==> config.mk <==
export PLATFORM = sky130hd
export DESIGN_NAME = perf_monitor
export DESIGN_NICKNAME = d
export VERILOG_FILES = /design/src/rtl/perf_monitor.sv
export SDC_FILE = /design/constraint.sdc
export NUM_CORES = 1
export LEC_CHECK = 0
export ABC_AREA = 0
export CAP_MARGIN = 40
export CORE_MARGIN = 2
export CORE_UTILIZATION = 45
export CTS_CLUSTER_SIZE = 20
export DETAILED_ROUTE_END_ITERATION = 10
export DONT_BUFFER_PORTS = 1
export SLEW_MARGIN = 10
export SYNTH_ARGS = -nofsm -noshare
export SYNTH_HDL_FRONTEND = slang
export SYNTH_SLANG_ARGS = --single-unit
==> constraint.sdc <==
create_clock -name CLK_50 -period 3.12 [get_ports CLK_50]
set_clock_uncertainty 0.05 [all_clocks]
set_input_delay 0.468 -clock CLK_50 [delete_from_list [all_inputs] [get_ports CLK_50]]
set_output_delay 0.468 -clock CLK_50 [all_outputs]
set_load 0.05 [all_outputs]
==> src/rtl/perf_monitor.sv <==
// ---------------------------------------------------------------------------
// perf_monitor
//
// Multi-channel performance monitor for the CPU core. A measurement window
// opens when the core fetches START_PC and closes when it fetches FINAL_PC.
// While the window is open, and not frozen, the block keeps:
//   - channel 0: a saturating count of clock cycles
//   - channels 1..NUM_CHANNELS-1: saturating counts of their event strobes
//   - a scaled time counter that advances once every TICK_DIV counted cycles
// Every counter holds at all-ones rather than wrapping, and sets a sticky
// saturation flag when an increment is lost. A registered readout mux
// presents one value at a time to the VGA overlay and the 7-segment logic.
//
// Ports:
//   CLK_50     in   system clock (50 MHz)
//   resetN     in   asynchronous active-low reset
//   pc         in   current program counter
//   pc_valid   in   pc is valid in this cycle
//   event_in   in   per-channel event strobes (bit 0 is not used; channel 0
//                   counts cycles)
//   clear      in   synchronous clear of counters, divider, flags and state
//   freeze     in   pauses counting while high (state changes still happen)
//   rd_sel     in   readout select: channel index, NUM_CHANNELS = time,
//                   anything higher reads as zero
//   rd_data    out  registered readout value, one cycle after rd_sel
//   running    out  measurement window is open
//   finished   out  measurement window has closed
//   saturated  out  sticky saturation flags; top bit is the time counter
// ---------------------------------------------------------------------------
module perf_monitor #(
  parameter int                 NUM_CHANNELS = 4,
  parameter int                 COUNT_WIDTH  = 32,
  parameter int                 TIME_WIDTH   = 13,
  parameter int                 PC_WIDTH     = 16,
  parameter logic [PC_WIDTH-1:0] START_PC    = '0,
  parameter logic [PC_WIDTH-1:0] FINAL_PC    = '1,
  parameter int                 TICK_DIV     = 500_000
) (
  input  logic                                 CLK_50,
  input  logic                                 resetN,
  input  logic [PC_WIDTH-1:0]                  pc,
  input  logic                                 pc_valid,
  input  logic [NUM_CHANNELS-1:0]              event_in,
  input  logic                                 clear,
  input  logic                                 freeze,
  input  logic [$clog2(NUM_CHANNELS+1)-1:0]    rd_sel,
  output logic [COUNT_WIDTH-1:0]               rd_data,
  output logic                                 running,
  output logic                                 finished,
  output logic [NUM_CHANNELS:0]                saturated
);

  localparam int SEL_W = $clog2(NUM_CHANNELS + 1);

  // A divide-by-one divider still needs a one-bit register to keep the
  // code uniform; it simply never leaves zero.
  localparam int DIV_W = (TICK_DIV > 1) ? $clog2(TICK_DIV) : 1;
  localparam logic [DIV_W-1:0] DIV_LAST = DIV_W'(TICK_DIV - 1);

  typedef enum logic [1:0] {
    IDLE = 2'd0,
    RUN  = 2'd1,
    DONE = 2'd2
  } state_t;

  state_t                                   state_q, state_d;
  logic [NUM_CHANNELS-1:0][COUNT_WIDTH-1:0] cnt_q, cnt_d;
  logic [DIV_W-1:0]                         div_q, div_d;
  logic [TIME_WIDTH-1:0]                    time_q, time_d;
  logic [NUM_CHANNELS:0]                    sat_q, sat_d;
  logic [COUNT_WIDTH-1:0]                   rd_data_q, rd_data_d;

  logic                                     cnt_en;
  logic [NUM_CHANNELS-1:0]                  inc_req;
  logic                                     tick;

  // Window state machine. clear beats every transition; FINAL_PC is only
  // looked at once the window is open, so START_PC == FINAL_PC needs two
  // separate matches to open and then close the window.
  always_comb begin
    state_d = state_q;
    if (clear) begin
      state_d = IDLE;
    end else begin
      unique case (state_q)
        IDLE:    if (pc_valid && (pc == START_PC)) state_d = RUN;
        RUN:     if (pc_valid && (pc == FINAL_PC)) state_d = DONE;
        DONE:    state_d = DONE;
        default: state_d = IDLE;
      endcase
    end
  end

  // Counting uses the registered state, so the cycle that opens the window
  // is not counted while the cycle that closes it is.
  always_comb begin
    cnt_en  = (state_q == RUN) && !freeze && !clear;
    inc_req = event_in & {NUM_CHANNELS{cnt_en}};
    // Channel 0 counts cycles, so its strobe is replaced by the enable.
    inc_req[0] = cnt_en;
    tick    = cnt_en && (div_q == DIV_LAST);
  end

  // Event counters and their flags. A counter at all-ones keeps its value;
  // the attempted increment is recorded in the sticky flag instead.
  always_comb begin
    cnt_d = cnt_q;
    sat_d = sat_q;
    if (clear) begin
      cnt_d = '0;
      sat_d = '0;
    end else begin
      for (int i = 0; i < NUM_CHANNELS; i++) begin
        if (inc_req[i]) begin
          if (cnt_q[i] == {COUNT_WIDTH{1'b1}}) begin
            sat_d[i] = 1'b1;
          end else begin
            cnt_d[i] = cnt_q[i] + COUNT_WIDTH'(1);
          end
        end
      end
      if (tick && (time_q == {TIME_WIDTH{1'b1}})) begin
        sat_d[NUM_CHANNELS] = 1'b1;
      end
    end
  end

  // Tick divider and time counter. The divider only moves on counted
  // cycles, so a freeze pauses it mid-period instead of restarting it.
  always_comb begin
    div_d  = div_q;
    time_d = time_q;
    if (clear) begin
      div_d  = '0;
      time_d = '0;
    end else if (cnt_en) begin
      if (tick) begin
        div_d = '0;
        if (time_q != {TIME_WIDTH{1'b1}}) begin
          time_d = time_q + TIME_WIDTH'(1);
        end
      end else begin
        div_d = div_q + DIV_W'(1);
      end
    end
  end

  // Readout mux works from the values held before this cycle's update, so
  // rd_data always shows a settled snapshot one cycle after rd_sel.
  always_comb begin
    rd_data_d = '0;
    for (int i = 0; i < NUM_CHANNELS; i++) begin
      if (rd_sel == SEL_W'(i)) begin
        rd_data_d = cnt_q[i];
      end
    end
    if (rd_sel == SEL_W'(NUM_CHANNELS)) begin
      rd_data_d = COUNT_WIDTH'(time_q);
    end
  end

  always_ff @(posedge CLK_50 or negedge resetN) begin
    if (!resetN) begin
      state_q   <= IDLE;
      cnt_q     <= '0;
      div_q     <= '0;
      time_q    <= '0;
      sat_q     <= '0;
      rd_data_q <= '0;
    end else begin
      state_q   <= state_d;
      cnt_q     <= cnt_d;
      div_q     <= div_d;
      time_q    <= time_d;
      sat_q     <= sat_d;
      rd_data_q <= rd_data_d;
    end
  end

  assign running   = (state_q == RUN);
  assign finished  = (state_q == DONE);
  assign saturated = sat_q;
  assign rd_data   = rd_data_q;

endmodule

==> results of run 1 <==
[layout by cell type, fill, tap and decap left out, types with 9 or more instances in the layout]
master	n
dfrtp_1	199
a21oi_1	119
nand2_1	94
o21ai_0	69
or3_1	60
nor2_1	58
nand3_1	56
or4_1	53
nand4_1	51
o31ai_1	46
inv_1	35
mux4_2	31
nor2b_1	30
buf_4	22
nor4_1	18
xor2_1	18
clkbuf_16	17
and3_1	14
and4_1	14
xnor2_1	14
mux2_2	11
nor3_1	9
or2_2	9
ha_1	9
[how the worst max path moves through the flow]
stage | start | end | slack, ps
CTS | state_q[1] | cnt_q[111] | 340
finish | state_q[1] | cnt_q[111] | 280
global route | state_q[1] | cnt_q[113] | 140
global placement | state_q[1] | cnt_q[87] | 340
floorplan | state_q[1] | time_q[8] | 360
detailed placement | state_q[1] | cnt_q[111] | 360
[synth_stat cells, types with 5 or more instances]
cell type    n
a211oi_1     5
a21oi_1    119
a31oi_1      6
and2_1       6
and3_1      14
and4_1      14
buf_2        5
clkbuf_1    52
dfrtp_1    199
ha_1         9
inv_1       35
mux2_2      11
mux4_2      31
nand2_1     94
nand2b_1     5
nand3_1     56
nand4_1     51
nor2_1      58
nor2b_1     30
nor3_1       9
nor4_1      18
o21ai_0     69
o311ai_0     6
o31ai_1     46
o41ai_1      6
or2_2        9
or3_1       60
or4_1       53
xnor2_1     14
xor2_1      18
[power groups by stage]
stage,clock (mW),sequential [mW],combinational [mW]
5_1_grt,2.40,2.59,0.0867
3_5_place_dp,0,2.64,0.0792
6_report,2.27,2.59,0.0786
4_1_cts,2.30,2.59,0.0793
2_1_floorplan,0,2.64,0.110
3_3_place_gp,0,2.64,0.0768
[sequential cells by signal (all words and copies together), names as in the netlist]
name and cells:
saturated 5, time_q 13, rd_data 32, div_q 19, cnt_q 128, state_q 2
[area by class of cell]
type	count	share of cell area, %
Timing Repair Buffer	23	1.40
Clock inverter	9	0.978
Sequential cell	199	41.0
Tap cell	324	3.34
Inverter	35	1.08
Clock buffer	21	3.87
Antenna cell	1	0.0206
Multi-Input combinational cell	875	48.3
[metal layers]
layer,track usage (%),part of all wire (%)
met2,35.4,44
met1,36.6,48
met4,5.39,1.4
met5,0,0
met3,4.78,6.2
[kinds of logic after synthesis]
family	synth area share, %
DFF	44.4
buffers and inverters	3.37
xor gates and xnor gates	2.50
and+or+nand+nor	25.8
adders and majority gates	1.00
muxes	7.75
AOI/OAI and AO/OA	15.2
[through the flow]
step           power [mW]  utilization, %
5_1_grt              5.08            49.8
4_1_cts              4.97            49.8
2_1_floorplan        2.75               -
3_3_place_gp         2.72            47.3
3_5_place_dp         2.72            47.4
6_report             4.94            49.8
==> flow_summary.ini, run 1 <==
[setup_path]
critPathLaunchType = flop
cp_num_cells = 8
crit_arrival_ps = 3150
crit_type = flop to flop
slowest_stage = or4_1
r2r_cells = 8
timing.rr.start = state_q[1]
path_cells = inv_1, ha_1, buf_4, nand3b_1, nand2_1, nand3_1, or4_1, a21oi_1
timing.rr.end = cnt_q[111]
endpoint_kind = flop
slowest_delay_ps = 630
cp_top_family = simple AND/OR/NAND/NOR gates
required_ps = 3430
crit_buf_inv = 2
path_max_fanout = 12
rrSetupSlack_ps = 280

[clock_tree]
clockRootBuffer = clkbuf_16
cts_tree = done
clock_latency_ps = 450
cts_made_buffers = 17
h-tree-depth = 4
cts.reportedPaths.clkPinSlew_ps = 70
cts_resized = 0
cts_setup_buffers = 0
clock_sinks = 199
clk_path_buf_depth = 2

[drt]
antenna_left = 0
dr.pass1.iters = 5
drc = 0
viasPerCell = 6.36
drt_iter0_markers = 829
vias = 9462
wl_per_cell_um = 20.8
route.final.wire_length_um = 30900

[power_and_ir_drop]
p_sw_share_pct = 21.7
switching_power_mw = 1.07
power_frac_comb_pct = 1.6
p_int_mw = 3.87
p_per_area_mw_per_mm2 = 406
p_leak_nw = 4.47
ir_worst_vdd_v = 0.000310
seqPwrFrac_pct = 52.5
p_clk_share_pct = 45.9

[floorplanning]
initial_utilization_pct = 46.0
core_area_mm2 = 0.0244
pin_count = 67
die_h_um = 162
die_x_um = 162
die-area_mm2 = 0.0262
rows = 57

[timing]
hold_viol_final = 199
slew_violations = 0
setup_viol = 0
finalSetupTns_ps = 0
period_needed_ps = 2840
finalCritPeriodShare_pct = 91.0
maxSlewHeadroom_pct = 50.5
timing.final.ws_setup_ps = 280
rsz0062_at_grt = no
worst_slew_pin_slew_ps = 738
fmax_mhz = 352
fin_hold_ws_ps = -329

[place]
post-place-ws_ps = 362
dpl_cell_area_mm2 = 0.0116
dp_hpwl_um = 21500
dpl.cell_count = 1456
place.gp.congestion = 0.893
io_buffer_count = 0

[yosys]
yosysUniqueCellTypes = 66
syn_avg_cell_area_um2 = 9.57
syn-cell-area_mm2 = 0.0112
yosys.area.top_type = dfrtp_1
synth_edf_count = 0
synth_top_area_share_pct = 44.4
yosysSeqAreaShare_pct = 44.4
ys.flop_type = dfrtp_1
ys_ff_latch = 199
syn_nets = 1208
syn-instance-count = 1171
ys_warn_count = 0
synthTopCellsByArea = dfrtp_1, mux4_2, a21oi_1
async_flop_share_pct = 100

[finish]
n_fill_cell = 2251
layout-drive-gt1-share_pct = 10.2
postLayoutCellArea_mm2 = 0.0121
instances_no_fill = 1487
seq_area_mm2 = 0.00498
multiInputGateArea_mm2 = 0.00587
area_growth_pct = 8.36
final_nets = 1188

[global_route]
grt_max_degree = 200
grt_first_pass_wirelength_um = 49000
grt_usage_pct = 24.0
antenna_found_initial = 0
grt_overflow = 0
grt_pass1_vias = 8754

[run_status]
status = finished, violations left
violations = negative hold slack

[flow_run]
maxCapViolCount = 0

[worst_hold_path]
holdCritPathClass = input pin to asynchronous set/reset pin
No activity file was read; power rests on OpenSTA's default activity.
==> run 2, diff against run 1 <==
- CAP_MARGIN: 40 -> 20
- HOLD_SLACK_MARGIN: not set -> 0.02
- clock period: 3.12 -> 2.5 ns (I/O delays scaled with it)
==> flow_summary.ini, run 2 (synthesized netlist as in run 1, its figures left out) <==
[run_status]
status = finished, violations left
violations = negative hold slack

[timing]
setup_viol = 0
fin_hold_ws_ps = -423
slew_violations = 0
worst_slew_pin_slew_ps = 724
maxSlewHeadroom_pct = 50.9
finalSetupTns_ps = 0
fmax_mhz = 416
rsz0062_at_grt = yes
hold_viol_final = 214
period_needed_ps = 2400
finalCritPeriodShare_pct = 96.1

[drt]
wl_per_cell_um = 20.7
viasPerCell = 6.31
antenna_left = 0
drc = 0
vias = 9774
dr.pass1.iters = 6
route.final.wire_length_um = 32100
drt_iter0_markers = 1072

[clock_tree]
clock_latency_ps = 440
cts_made_buffers = 17
clk_path_buf_depth = 2
cts.reportedPaths.clkPinSlew_ps = 70
cts_tree = done
h-tree-depth = 4
clock_sinks = 199
clockRootBuffer = clkbuf_16

[floorplanning]
core_area_mm2 = 0.0244
rows = 57
die_x_um = 162
pin_count = 67
die-area_mm2 = 0.0262
die_h_um = 162
initial_utilization_pct = 46.0

[power_and_ir_drop]
p_leak_nw = 4.84
power_frac_comb_pct = 1.9
p_clk_share_pct = 45.8
switching_power_mw = 1.39
ir_worst_vdd_v = 0.000348
seqPwrFrac_pct = 52.3
p_sw_share_pct = 22.4
p_per_area_mw_per_mm2 = 485
p_int_mw = 4.81
p_total_mw = 6.20

[global_route]
grt_pass1_vias = 9116
grt_overflow = 0
grt_usage_pct = 25.2
grt_first_pass_wirelength_um = 51700
antenna_found_initial = 0
grt_max_degree = 200

[setup_path]
slowest_stage = dlygate4sd3_1
path_max_fanout = 7
critPathLaunchType = flop
endpoint_kind = flop
crit_type = flop to flop
timing.rr.start = state_q[1]
crit_arrival_ps = 2670
required_ps = 2770
cp_top_family = buffers and inverters
crit_start = state_q[1]
crit_buf_inv = 5
path_cells = inv_2, ha_4, buf_4, nand2b_1, buf_6, nand2_2, buf_4, nand2b_1, xor2_1, a21oi_1, dlygate4sd3_1
slowest_delay_ps = 550

[finish]
area_growth_pct = 13.9
final_nets = 1250
final_cell_mix = dfrtp_1, a21oi_1, nand2_1
final_common_cell = dfrtp_1
top_register = cnt_q
layout-drive-gt1-share_pct = 15.5
postLayoutCellArea_mm2 = 0.0128
finalCoreUtilization_pct = 52.3
largest_register_ffs = 128
antennaDiodeCount = 0

[place]
dpl_cell_area_mm2 = 0.0119
place.gp.congestion = 0.882
dp_hpwl_um = 22100
io_buffer_count = 0

[flow_run]
maxCapViolCount = 0

[worst_hold_path]
holdCritPathClass = input pin to asynchronous set/reset pin
==> run 2: power groups by stage <==
stage	clock (mW)	combinational (mW)	sequential, mW
after floorplan	0	0.137	3.30
after global placement	0	0.0991	3.30
after detailed placement	0	0.0995	3.30
after CTS	2.87	0.110	3.24
after global routing	3.01	0.128	3.24
final	2.84	0.118	3.24
==> run 2: through the flow <==
step                      cells  hold WS (ps)  setup slack, ps
after floorplan            1171          29.4             29.1
after global placement     1504          39.9            -15.4
after detailed placement   1504          42.5            -94.5
after CTS                  1547          -435             29.1
after global routing       1550          -437            -25.3
final                      1550          -423             96.7
==> run 2: what timing repair did <==
item,CTS,global route
endpoints found under the setup margin,17,39
pin swaps,1,6
cloned,0,0
gates resized for setup,3,24
hold buffers,8,1
setup buffers,3,1
hold endpoints to repair,351,320
==> run 2: layer usage <==
layer	part of all wire (%)	wire length [um]	global-route usage, %	up-vias
met2	46	14800	38.6	302
met4	0.98	314	5.55	0
li1	-	-	-	4544
met1	47	15000	38.2	4910
met5	0	0	0	-
met3	6.1	1970	3.65	18
==> run 2: worst paths after layout <==
kind / to / slack, ps / cells past startpoint
max in group asynchronous: cnt_q[97] / 2360 / 0
max: cnt_q[7] / 100 / 11
max reg2reg: cnt_q[7] / 100 / 11
min reg2reg: div_q[16] / 460 / 1
min: rd_data[3] / -420 / 0
min in group CLK_50: time_q[5] / -30 / 1
==> run 2: final cells by class <==
| type | instances | area [um^2] |
|---|---|---|
| multi-input cells | 875 | 5950 |
| repair buffers | 85 | 702 |
| flip-flops and latches | 199 | 4980 |
| clock inverters | 11 | 138 |
| well taps | 324 | 405 |
| inverters | 35 | 131 |
| fillers | 2240 | 11600 |
| clock buffers | 21 | 450 |
